$ cat config.mk
export PLATFORM = sky130hd
export DESIGN_NAME = wash_fault_monitor
export DESIGN_NICKNAME = d
export VERILOG_FILES = /design/src/rtl/wash_fault_monitor.sv
export SDC_FILE = /design/constraint.sdc
export NUM_CORES = 1
export LEC_CHECK = 0
export CAP_MARGIN = 0
export CELL_PAD_IN_SITES_DETAIL_PLACEMENT = 1
export CELL_PAD_IN_SITES_GLOBAL_PLACEMENT = 1
export CORE_UTILIZATION = 51
export DETAILED_ROUTE_END_ITERATION = 7
export DONT_BUFFER_PORTS = 1
export HOLD_SLACK_MARGIN = 0.05
export PLACE_DENSITY = 0.91
export SYNTH_ARGS = -nofsm -noshare
export SYNTH_HDL_FRONTEND = slang
export SYNTH_SLANG_ARGS = --single-unit
export TNS_END_PERCENT = 30
$ cat constraint.sdc
create_clock -name clock -period 7.3 [get_ports clock]
set_clock_uncertainty 0.15 [all_clocks]
set_input_delay 1.46 -clock clock [delete_from_list [all_inputs] [get_ports clock]]
set_output_delay 1.46 -clock clock [all_outputs]
set_load 0.02 [all_outputs]
$ cat src/rtl/wash_fault_monitor.sv
// Fault responder for the washer controller: per-phase watchdog, tach-loss detector and imbalance integrator.
// Optional macro WASH_MON_TACH_GRACE_EN doubles the tach limit until the first tach rise of a motor phase.
module wash_fault_monitor #(
    parameter int unsigned FILL_TIMEOUT = 8,
    parameter int unsigned SOAK_TIMEOUT = 12,
    parameter int unsigned TACH_WINDOW  = 4,
    parameter int unsigned IMB_THRESH   = 3,
    parameter int unsigned CNT_W        = 8
) (
    input  logic       clock,
    input  logic       reset,
    input  logic [3:0] state,
    input  logic       tach_pulse,
    input  logic       imbalance_raw,
    output logic       sig_Time_Out,
    output logic       sig_Motor_Failure,
    output logic       sig_Out_Of_Balance,
    output logic [1:0] fault_code,
    output logic [7:0] fault_count
);

    typedef enum logic [1:0] {
        IDLE,
        ARMED,
        TRIPPED
    } mon_state_t;

    localparam logic [CNT_W-1:0] CNT_MAX  = '1;
    localparam logic [CNT_W-1:0] CNT_ONE  = {{(CNT_W-1){1'b0}}, 1'b1};
    localparam logic [CNT_W-1:0] FILL_LIM = CNT_W'(FILL_TIMEOUT);
    localparam logic [CNT_W-1:0] SOAK_LIM = CNT_W'(SOAK_TIMEOUT);
    localparam logic [CNT_W-1:0] IMB_LIM  = CNT_W'(IMB_THRESH);
    localparam logic [CNT_W:0]   TACH_LIM = (CNT_W+1)'(TACH_WINDOW);

    mon_state_t       mode;
    logic [3:0]       prev_state;
    logic             tach_q;
    logic [CNT_W-1:0] wd, win, imb;
    logic [CNT_W-1:0] wd_n, win_n, imb_n;
    logic [CNT_W:0]   tach_lim;
    logic             entry, tach_rise;
    logic             in_wd, in_motor, in_imb, operating;
    logic             to_hit, mf_hit, ob_hit;

`ifdef WASH_MON_TACH_GRACE_EN
    localparam logic [CNT_W:0] GRACE_LIM = (CNT_W+1)'(2 * TACH_WINDOW);
    logic grace, grace_n;
`endif

    always_comb begin
        entry     = (state != prev_state);
        tach_rise = tach_pulse & ~tach_q;
        in_wd     = (state == 4'd2) || (state == 4'd3);
        in_motor  = (state >= 4'd4) && (state <= 4'd7);
        in_imb    = (state == 4'd4) || (state == 4'd6) || (state == 4'd7);
        operating = (state >= 4'd2) && (state <= 4'd7);

        wd_n = '0;
        if (in_wd)
            wd_n = entry ? CNT_ONE : ((wd == CNT_MAX) ? wd : wd + CNT_ONE);

        win_n = '0;
        if (in_motor) begin
            if (tach_rise)
                win_n = '0;
            else if (entry)
                win_n = CNT_ONE;
            else
                win_n = (win == CNT_MAX) ? win : win + CNT_ONE;
        end

        imb_n = '0;
        if (in_imb) begin
            if (entry)
                imb_n = imbalance_raw ? CNT_ONE : '0;
            else if (imbalance_raw)
                imb_n = (imb == CNT_MAX) ? imb : imb + CNT_ONE;
            else
                imb_n = (imb == '0) ? '0 : imb - CNT_ONE;
        end

`ifdef WASH_MON_TACH_GRACE_EN
        // Grace lasts from phase entry until the first tach rise seen in that phase.
        grace_n  = in_motor & (entry ? ~tach_rise : (grace & ~tach_rise));
        tach_lim = grace_n ? GRACE_LIM : TACH_LIM;
`else
        tach_lim = TACH_LIM;
`endif

        to_hit = ((state == 4'd2) && (wd_n >= FILL_LIM)) ||
                 ((state == 4'd3) && (wd_n >= SOAK_LIM));
        mf_hit = in_motor && ({1'b0, win_n} >= tach_lim);
        ob_hit = in_imb && (imb_n >= IMB_LIM);
    end

    always_ff @(posedge clock) begin
        if (reset) begin
            mode               <= IDLE;
            prev_state         <= '0;
            tach_q             <= 1'b0;
            wd                 <= '0;
            win                <= '0;
            imb                <= '0;
            sig_Time_Out       <= 1'b0;
            sig_Motor_Failure  <= 1'b0;
            sig_Out_Of_Balance <= 1'b0;
            fault_code         <= '0;
            fault_count        <= '0;
`ifdef WASH_MON_TACH_GRACE_EN
            grace              <= 1'b0;
`endif
        end else begin
            prev_state <= state;
            tach_q     <= tach_pulse;
            // A tripped phase freezes everything until the controller changes state.
            if (mode != TRIPPED || entry) begin
                wd  <= wd_n;
                win <= win_n;
                imb <= imb_n;
`ifdef WASH_MON_TACH_GRACE_EN
                grace <= grace_n;
`endif
                if (to_hit || mf_hit || ob_hit) begin
                    mode               <= TRIPPED;
                    sig_Time_Out       <= to_hit;
                    sig_Motor_Failure  <= mf_hit;
                    sig_Out_Of_Balance <= ob_hit;
                    fault_code         <= mf_hit ? 2'd2 : (ob_hit ? 2'd3 : 2'd1);
                    if (fault_count != 8'hFF)
                        fault_count <= fault_count + 8'd1;
                end else begin
                    mode               <= operating ? ARMED : IDLE;
                    sig_Time_Out       <= 1'b0;
                    sig_Motor_Failure  <= 1'b0;
                    sig_Out_Of_Balance <= 1'b0;
                    fault_code         <= '0;
                end
            end
        end
    end

endmodule

# Yosys cells after proc, flatten, opt, wreduce, memory -nomap -nowiden
# Cells that the tools add are included.
# word_totals
word_cells,72
reg_bits,44
output_inout_bits,13
in_bits,8
# op_classes
mux,21
reduce_logical,15
addsub,5
n_lt_le_gt_ge,7
eq_ne,11
n_bitwise,2
# ops
operator,n
$mux 8,12
$add 8x1->8 const B,4
$eq 8x8->1 const B,3
$ge 8x4->1 const B,2
$eq 4x3->1 const B,3
$eq 4x2->1 const B,2
$ge 8x2->1 const B,1
$ge 8x3->1 const B,1
$logic_not 8->1,1
$mux 2,4
$ne 8x8->1 const B,1
$sub 8x1->8 const B,1
$logic_or 1x1->1,7
$logic_and 1x1->1,6
$mux 1,5
$ge 4x2->1 const B,1
$ge 4x3->1 const B,1
$le 4x3->1 const B,1
$ne 4x4->1,1
$reduce_and 3->1,1
$ne 2x2->1 const B,1
$and 1x1->1,1
$not 1->1,1

# Logic depth before layout (Yosys ltp)
# depth
depth_word,10
mapped_depth,11
mapped_depth_nobuf,9

# Worst setup path after synthesis
# OpenSTA, ideal clock, no wires.
# synth_path
path_type,in2reg
start,input imbalance_raw
end,register fault_count[2]
arrival_time_ps,3500
setup_slack_ps,3528
stages,8
setup_ps,121
required_ps,7029
n_path_buf,1
cell_sequence,nor4_2 -> mux2_1 -> a2bb2oi_1 -> o41a_1 -> nor4_4 -> buf_6 -> a21oi_2 -> mux2_4
# synth_via
elab_chain_cells,7
# synth_rtl
item,line,rtl
start: declaration,14,"input logic imbalance_raw,"
$mux 8 or $mux 1 (tied branches),"76, 75",
$mux 8 (*),74,if (entry)
$mux 8 (*),73,if (in_imb) begin
$ge 8x2->1 (*),93,ob_hit = in_imb && (imb_n >= IMB_LIM);
$logic_and 1x1->1 (*),93,
$logic_or 1x1->1 (*),123,if (to_hit || mf_hit || ob_hit) begin
$reduce_and 3->1 (no source line) (*),n/a,
end signal: assignment,130,fault_count <= fault_count + 8'd1;
end: declaration,19,output logic [7:0] fault_count
# Mark *: on every way between the ends. The rest lies on a longest branch, timed or not.
# A chain may end at the register's enable or synchronous reset.

# Worst setup path in the final report
# layout_path
start,input state[1]
end,register fault_count[0]
# layout_via
elab_chain_cells,9
# layout_rtl
item,line,rtl
start: declaration,12,"input logic [3:0] state,"
$ne 4x4->1 (tied with other cells),51,entry = (state != prev_state);
$mux 8 (tied with other cells),66,else if (entry)
"$mux 8, on equally long branches","64, 59",
$mux 8 (tied with other cells),63,if (in_motor) begin
$ge 8x3->1 (tied with other cells),92,"mf_hit = in_motor && ({1'b0, win_n} >= tach_lim);"
$logic_and 1x1->1 or $logic_or 1x1->1 (tied branches),"92, 90",
$logic_or 1x1->1 (2 in series),123,
$reduce_and 3->1 (no source line) (*),n/a,
# Marks and branches as above.

==> flow_summary.json <==
{
  "outcome": "finished clean",
  "worst_setup_path_end_kind": "flop",
  "grt_usage_pct": 28.4,
  "wl_per_cell_um": 19.5,
  "ys_ff_latch": 44,
  "post_synth_instance_area_sq_um": 2890,
  "die_area_sq_um": 5970,
  "grt.met2_usage_pct": 50.2,
  "ys_dominant_reg_cell": "sky130_fd_sc_hd__dfxtp_1",
  "timing.reg2reg.setup_slack_ns": 3.59,
  "met3_usage_pct": 4.64,
  "tightestPinTransition_ns": 1.05,
  "finish.net_count": 355,
  "tritoncts": "done",
  "leakage_nw": 1.05,
  "cp_common_cell": "sky130_fd_sc_hd__nor4_2",
  "timing_max_transition_violations_final": 0,
  "h-tree-depth": 2,
  "arrival_ns": 4.34,
  "ctsResizeCount": 0,
  "global_routing_usage_on_met1_pct": 34.4,
  "timing.max_slew.rel_slack_pct": 29.7,
  "drt_iter0_markers": 155,
  "synthTopCellsByArea": "sky130_fd_sc_hd__dfxtp_1, sky130_fd_sc_hd__nor2_1, sky130_fd_sc_hd__a21oi_1",
  "power_density_nw_per_um2": 176,
  "setup_viol": 0,
  "finalCritPeriodShare_pct": 58.9,
  "routed-via-count": 2712,
  "postRouteAntennaNets": 0,
  "chipWidth_um": 77.3,
  "pin_count": 21,
  "critPathTopFamily": "simple AND/OR/NAND/NOR gates",
  "clk-insertion-delay-late_ns": 0.30,
  "hold_violations": 0,
  "grt-ovfl-total": 0,
  "timing.critical_path.cells": "xor2_1 > nor4_2 > o221a_2 > nor4_2 > nor4_4 > a21boi_1 > mux2_1",
  "detail_route.drc_violations": 0,
  "tritoncts.num_buffers": 5,
  "synth-async-reset-ratio_pct": 0,
  "wp_data_required_ns": 7.35,
  "initial_utilization_pct": 52.8,
  "post_cts_hold_buffer_count": 0,
  "layout.cells.most_common": "sky130_fd_sc_hd__dfxtp_1",
  "buffers_inserted_during_post_cts_setup_optimization": 0,
  "criticalPathCategory": "in -> reg",
  "synth_top_area_share_pct": 30.5,
  "slowest_stage_delay_cp_ns": 0.91,
  "dpl.hpwl_um": 5160,
  "setup.worst_path.start_class": "input pin",
  "grt_pass1_vias": 2689,
  "tns_ns": 0,
  "synth_cell_types": 62,
  "critPathBufInv": 0,
  "mappedNetlistNets": 373,
  "rsz_0062_raised_after_global_routing": "no",
  "detail_route.first_pass.iterations": 4,
  "max-cap-violations": 0,
  "post-place-cells": 406,
  "cts.root.buffer_cell": "sky130_fd_sc_hd__clkbuf_8",
  "share_of_layout_cells_above_drive_strength_1_pct": 10.2,
  "antenna-diode-count": 0,
  "vias_per_cell": 6.55,
  "buffer_ports.inserted": 0,
  "synthesized_area_per_cell_sq_um": 8.05,
  "fin_crit_ns": 4.30,
  "globalplace.congestion": 0.869,
  "core_sq_um": 5470,
  "timing.critical_path.slowest_stage_cell": "sky130_fd_sc_hd__nor4_2",
  "power.ir.vdd_worst_mv": 0.116,
  "num_rows": 27,
  "worst-path-max-fanout": 13,
  "final-instance-count-excl-fill": 414,
  "synthesis.instances": 359,
  "number_of_antenna_violations_at_the_first_check_in_global_routing": 0,
  "hold_path.class": "reg -> reg",
  "ys_warn_count": 0,
  "syn2layout_area_growth_pct": 3.72,
  "tritoncts_num_sinks": 44,
  "yosys.area.top_type": "sky130_fd_sc_hd__dfxtp_1",
  "synth_edf_count": 0,
  "grt_pass1_wl_um": 13500,
  "cts.clk_slew.worst_paths_ns": 0.08,
  "die_h_um": 77.3,
  "synth_sequential_area_ratio_pct": 30.5,
  "final_cell_mix": "sky130_fd_sc_hd__dfxtp_1, sky130_fd_sc_hd__nor2_1, sky130_fd_sc_hd__nand2_1",
  "wirelength_um": 8060,
  "cts_max_path_buffers": 2,
  "fmaxAchievable_mhz": 233,
  "largest_net_degree_at_the_start_of_global_routing": 53,
  "grt-busiest-layer": "met2"
}
cell usage after synthesis, drive strengths merged, types with 8 or more instances:
cell and n:
a211oi 9, a21oi 33, a31oi 9, and3 12, buf 11, clkbuf 15, dfxtp 44, inv 8
mux2 8, nand2 27, nand3 14, nand4 10, nor2 34, nor2b 15, nor3 16, nor4 9
o21ai 16
where the power goes:
part / leakage (nW) / internal (mW) / switching (mW) / total, mW
clock network: 0.0784 / 0.171 / 0.0888 / 0.260
logic: 0.620 / 0.0106 / 0.0132 / 0.0239
registers: 0.356 / 0.242 / 0.00260 / 0.245
sequential cells by signal, summed over array words and instances (netlist names):
name and flops:
fault_count 8, imb 8, wd 8, win 8
prev_state 4, fault_code 2, mode 2, sig_Motor_Failure 1
sig_Out_Of_Balance 1, sig_Time_Out 1, tach_q 1
area by class of cell:
class	instances	area (sq um)
Clock inverter	3	90.1
Multi-Input combinational cell	281	1830
Tap cell	72	90.1
Timing Repair Buffer	1	7.51
Fill cell	668	2470
Sequential cell	44	881
Clock buffer	5	68.8
Inverter	8	30.0
worst paths after layout:
check                           cells past startpoint                     endpoint           startpoint
worst max register to register                      8  fault_count[0]$_SDFFE_PP0P_  imb[0]$_SDFFE_PP0P_
worst max-delay path                                7  fault_count[0]$_SDFFE_PP0P_             state[1]
worst min-delay path                                2          win[1]$_SDFFE_PP0P_  win[1]$_SDFFE_PP0P_
worst min register to register                      2          win[1]$_SDFFE_PP0P_  win[1]$_SDFFE_PP0P_
worst register-to-register path, cell delays in order (launching register included):
cell and delay [ns]:
sky130_fd_sc_hd__dfxtp_1 0.63, sky130_fd_sc_hd__ha_1 0.33, sky130_fd_sc_hd__and3_1 0.33, sky130_fd_sc_hd__nand3_1 0.12
sky130_fd_sc_hd__o2bb2ai_1 0.17, sky130_fd_sc_hd__o41a_1 0.49, sky130_fd_sc_hd__nor4_4 0.80, sky130_fd_sc_hd__a21boi_1 0.25
sky130_fd_sc_hd__mux2_1 0.35
cells by family (layout without fill, tap and decap cells):
logic type | Yosys count | count (layout) | share of synthesized area [%]
AO/OA/AOI/OAI | 97 | 97 | 22.6
XOR/XNOR | 8 | 8 | 2.42
adder cells (fa/ha/maj) | 6 | 6 | 2.60
buffers and inverters | 34 | 17 | 6.19
flip-flops | 44 | 44 | 30.5
multiplexers | 10 | 10 | 4.59
AND/OR/NAND/NOR | 160 | 160 | 31.2
routing by layer:
layer / wire length, um / part of all wire (%) / vias to the layer above
met2: 4090 / 51 / 65
met5: 0 / 0 / -
met1: 3500 / 43 / 1355
met3: 284 / 3.5 / 17
met4: 180 / 2.2 / 0
li1: - / - / 1275
per-stage QoR:
stage / setup WS, ns / cell area [sq um] / hold WS (ns) / power, mW / utilization, %
final: 3.00 / 3000 / 0.335 / 0.529 / 54.8
after global routing: 2.85 / 3000 / 0.363 / 0.544 / 54.8
after CTS: 3.08 / 3000 / 0.337 / 0.532 / 54.8
after detailed placement: 2.85 / 2840 / 0.326 / 0.273 / 51.9
after global placement: 3.01 / 2840 / 0.305 / 0.272 / 51.9
after floorplan: 3.53 / 2890 / 0.299 / 0.273 / -
Note: power is estimated with default switching activity, not from simulation.
